--- src/rtl/display_decoder.sv ---
// Majority-vote segment decoder: integrates NB_FRAMES displayed frames
// and emits one recovered segment message per decision window.
module display_decoder #(
    parameter int NB_SEGMENTS = 120,
    parameter int NB_FRAMES   = 16,
    parameter int THRESHOLD   = 12
) (
    input  logic                   clk,
    input  logic                   rst_n,
    input  logic                   start,
    input  logic                   frm_valid,
    output logic                   frm_ready,
    input  logic [NB_SEGMENTS-1:0] frm_seg,
    output logic                   msg_valid,
    input  logic                   msg_ready,
    output logic [NB_SEGMENTS-1:0] msg_out,
    output logic                   busy
);

    localparam int CNT_W = $clog2(NB_FRAMES + 1);
    localparam logic [CNT_W-1:0] FULL = CNT_W'(NB_FRAMES);
    localparam logic [CNT_W-1:0] LAST = CNT_W'(NB_FRAMES - 1);
    localparam logic [CNT_W-1:0] THR  = CNT_W'(THRESHOLD);
    localparam logic [CNT_W-1:0] ONE  = CNT_W'(1);

    typedef enum logic [1:0] {
        IDLE,
        ACCUM,
        DECIDE,
        HOLD
    } state_t;

    state_t           state_q;
    state_t           state_d;
    logic [CNT_W-1:0] cnt_q [NB_SEGMENTS];
    logic [CNT_W-1:0] frames_q;
    logic             clear;
    logic             accept;

    assign frm_ready = (state_q == ACCUM);
    assign busy      = (state_q != IDLE);

    // start has priority over a frame presented in the same ACCUM cycle
    always_comb begin
        state_d = state_q;
        clear   = 1'b0;
        accept  = 1'b0;
        unique case (state_q)
            IDLE: begin
                if (start) begin
                    state_d = ACCUM;
                    clear   = 1'b1;
                end
            end
            ACCUM: begin
                if (start) begin
                    clear = 1'b1;
                end else if (frm_valid) begin
                    accept = 1'b1;
                    if (frames_q == LAST) begin
                        state_d = DECIDE;
                    end
                end
            end
            DECIDE: state_d = HOLD;
            HOLD: begin
                if (msg_ready) begin
                    state_d = IDLE;
                end
            end
        endcase
    end

    always_ff @(posedge clk or negedge rst_n) begin
        if (!rst_n) begin
            state_q <= IDLE;
        end else begin
            state_q <= state_d;
        end
    end

    always_ff @(posedge clk or negedge rst_n) begin
        if (!rst_n) begin
            frames_q <= '0;
            for (int i = 0; i < NB_SEGMENTS; i++) begin
                cnt_q[i] <= '0;
            end
        end else if (clear) begin
            frames_q <= '0;
            for (int i = 0; i < NB_SEGMENTS; i++) begin
                cnt_q[i] <= '0;
            end
        end else if (accept) begin
            if (frames_q != FULL) begin
                frames_q <= frames_q + ONE;
            end
            for (int i = 0; i < NB_SEGMENTS; i++) begin
                if (frm_seg[i] && (cnt_q[i] != FULL)) begin
                    cnt_q[i] <= cnt_q[i] + ONE;
                end
            end
        end
    end

    // msg_out is only rewritten in DECIDE, so it keeps the last message
    always_ff @(posedge clk or negedge rst_n) begin
        if (!rst_n) begin
            msg_valid <= 1'b0;
            msg_out   <= '0;
        end else if (state_q == DECIDE) begin
            msg_valid <= 1'b1;
            for (int i = 0; i < NB_SEGMENTS; i++) begin
                msg_out[i] <= (cnt_q[i] >= THR);
            end
        end else if ((state_q == HOLD) && msg_ready) begin
            msg_valid <= 1'b0;
        end
    end

endmodule

--- config.mk ---
export PLATFORM = sky130hd
export DESIGN_NAME = display_decoder
export DESIGN_NICKNAME = d
export VERILOG_FILES = /design/src/rtl/display_decoder.sv
export SDC_FILE = /design/constraint.sdc
export NUM_CORES = 2
export LEC_CHECK = 0
export CORE_MARGIN = 2
export CORE_UTILIZATION = 55
export DETAILED_ROUTE_END_ITERATION = 8
export GPL_TIMING_DRIVEN = 0
export MAX_ROUTING_LAYER = met4
export PLACE_DENSITY = 0.85
export SYNTH_ARGS = -nofsm -noshare
export SYNTH_HDL_FRONTEND = slang
export SYNTH_SLANG_ARGS = --single-unit
--- constraint.sdc ---
create_clock -name clk -period 1.95 [get_ports clk]
set_input_delay 0.39 -clock clk [delete_from_list [all_inputs] [get_ports clk]]
set_output_delay 0.39 -clock clk [all_outputs]
set_load 0.03 [all_outputs]
==> impl_metrics.toml <==
[floorplanning]
fp-row-count = 97
die_w_um = 270.5
die_h_um = 270.5
start_util_pct = 55.68
ios = 248
core-area_sq_um = 70150
die_area_sq_um = 73170

[timing]
fin_ws_ns = -0.5775
hold_viol = 65
hold_ws_ns = -0.3154
grt_setup_unrepaired = "true"
skew_ns = 0.02058
period_needed_ns = 2.528
slew_headroom_pct = 38.71
min_period_over_period_pct = 129.6
finalMaxSlewViolations = 0
worst_pin_slew_ns = 0.9070
tns_ns = -21.50
setup_viol = 408
max_freq_mhz = 395.6

[drt]
drtIter0Drc = 4266
drt_pre_antenna_iters = 9
wl_per_cell_um = 22.30
drtAntennaViolNets = 0
drc = 0
num_vias = 36938
viasPerCell = 6.348
wl_um = 129800

[grt]
grt_antenna_before_repair = 17
grt_usage_pct = 31.05
grt_pass1_wl_um = 178100
grt_pass1_vias = 34642
grt_overflow_total = 0
grt_start_max_net_pins = 114

[worst_setup_path]
crit_slowest_cell = "o21ai_0"
reg2reg_to = "cnt_q[564]"
crit_path_end_kind = "flip-flop"
path_delay_family = "compound AO/OA/AOI/OAI gates"
worstPathArrival_ns = 3.00
critPathBufInv = 5
path_cells = "inv_2 -> ha_4 -> buf_16 -> buf_12 -> buf_12 -> nand4_1 -> buf_4 -> o21ai_0 -> a21oi_1"
path_common_cell = "buf_12"
r2r_start = "state_q[1]"
r2r_cells = 9
crit_path_max_incr_delay_ns = 0.59
crit_type = "flip-flop to flip-flop"
cp_max_fo = 7
startpoint_type = "flip-flop"
required_ns = 2.42
cp.depth = 9
r2r_slack_ns = -0.58

[placed_design]
port_buffers = 246
gp_congestion = 0.8835
dp_hpwl_um = 72500
post-place-ws_ns = -1.430
post_dp_cell_area_sq_um = 42930

[layout]
drive_gt1_share_pct = 16.34
fin_nets = 5172
area_growth_pct = 29.18
design_area_sq_um = 50460
final_common_cell = "dfrtp_1"
final_cell_mix = "dfrtp_1, nand2_1, a21oi_1"

[cts]
cts_tree = "yes"
cts-htree-levels = 3
cts_buffer_depth = 3
clkSlewWorstSetupHoldPaths_ns = 0.06
clock_sinks = 728
insertion_delay_ns = 0.64
numCtsBuffers = 79
root_buffer = "clkbuf_16"

[pwr]
pwr_density_cell_nw_per_um2 = 1349
peakVddDrop_v = 0.001084
p_leak_nw = 21.49
finalPower_mw = 68.09

[run]
cap_viol_max_count = 0

[synthesis]
syn_area_sq_um = 39060
synth_top_cell_by_area = "dfrtp_1"
yosys.area.top_type_share_pct = 46.64
synth_edf_count = 0
synthTopCellsByArea = "dfrtp_1, ha_1, a21oi_1"
synth.net_count = 4678
dominantRegCellSynth = "dfrtp_1"
syn_area_per_cell_sq_um = 9.073
synth_seq_cells = 728
ys_async_sr_fraction_pct = 100.0
synthCells = 4305
seq_area_frac_synth_pct = 46.64
synth-warning-count = 0
ys_types = 34

[outcome]
violations = "negative hold slack, negative setup slack"
status = "finished, violations left"

[worst_hold_path]
worstHoldPathType = "input port to asynchronous set/reset pin"
cells by family after synthesis:
family,after synthesis,share of synthesized area (%)
muxes,246,6.307
buffers and inverters,428,4.971
AOI/OAI and AO/OA,851,11.09
adders and majority gates,248,7.944
and+or+nand+nor,1804,23.05
DFF,728,46.64
cell type report:
class | instances | area [sq um]
Clock inverter | 18 | 165.2
Timing Repair Buffer | 418 | 4875
Clock buffer | 124 | 2441
Sequential cell | 728 | 18220
Antenna cell | 19 | 47.55
Buffer | 170 | 2265
Fill cell | 4514 | 19690
Multi-Input combinational cell | 3149 | 20320
Tap cell | 940 | 1176
Inverter | 253 | 952.2
report_power, final:
part / internal (mW) / leakage [nW] / switching (mW) / total (mW)
logic: 12.8 / 10.4 / 18.3 / 31.2
registers: 18.4 / 9.85 / 3.18 / 21.5
clock network: 8.87 / 1.29 / 6.50 / 15.4
total: 40.1 / 21.5 / 28.0 / 68.1
how the worst max path moves through the flow:
stage | startpoint | slack, ns | to
2_1_floorplan | state_q[1] | 0.08 | state_q[1]
3_3_place_gp | rst_n | -32.56 | cnt_q[288]
3_5_place_dp | state_q[0] | -1.43 | msg_out[89]
4_1_cts | state_q[1] | -0.15 | cnt_q[297]
5_1_grt | state_q[1] | -0.59 | cnt_q[564]
6_report | state_q[1] | -0.58 | cnt_q[564]
metrics by stage:
stage	cells	utilization (%)
after floorplan	4305	-
after global placement	5491	60.87
after detailed placement	5500	61.19
after CTS	5716	67.19
after global routing	5818	71.93
final	5819	71.93
metal layers:
metal  track usage (%)  vias to the layer above  wire length (um)
met5                 -                        -                 0
met4             16.43                        0              8866
met3             6.248                      676             13330
met2             49.28                     2258             60280
met1             37.51                    17907             47300
li1                  -                    16097                 -
synthesized netlist by cell type (5+ instances only):
cell,n
buf_6,16
a21oi_1,593
nor4bb_1,117
mux2i_1,245
ha_1,248
buf_4,31
dfrtp_1,728
inv_1,253
o21ai_0,239
nand4_1,119
nand3_1,238
buf_2,79
buf_1,12
or3_1,351
nor2_1,244
nor4_1,5
clkbuf_1,37
nand2_1,726
repair_timing:
item | CTS | global route
pin swaps | 65 | 96
setup endpoints to repair | 851 | 681
resized for setup | 402 | 591
endpoints found under the hold margin | 65 | 65
setup buffers | 67 | 49
cloned | 10 | 45
state kept, by name, indices dropped and copies added, names as in the netlist:
name	count
cnt_q	600
frames_q	5
msg_out	120
msg_valid	1
state_q	2
No activity file was read; power rests on OpenSTA's default activity.
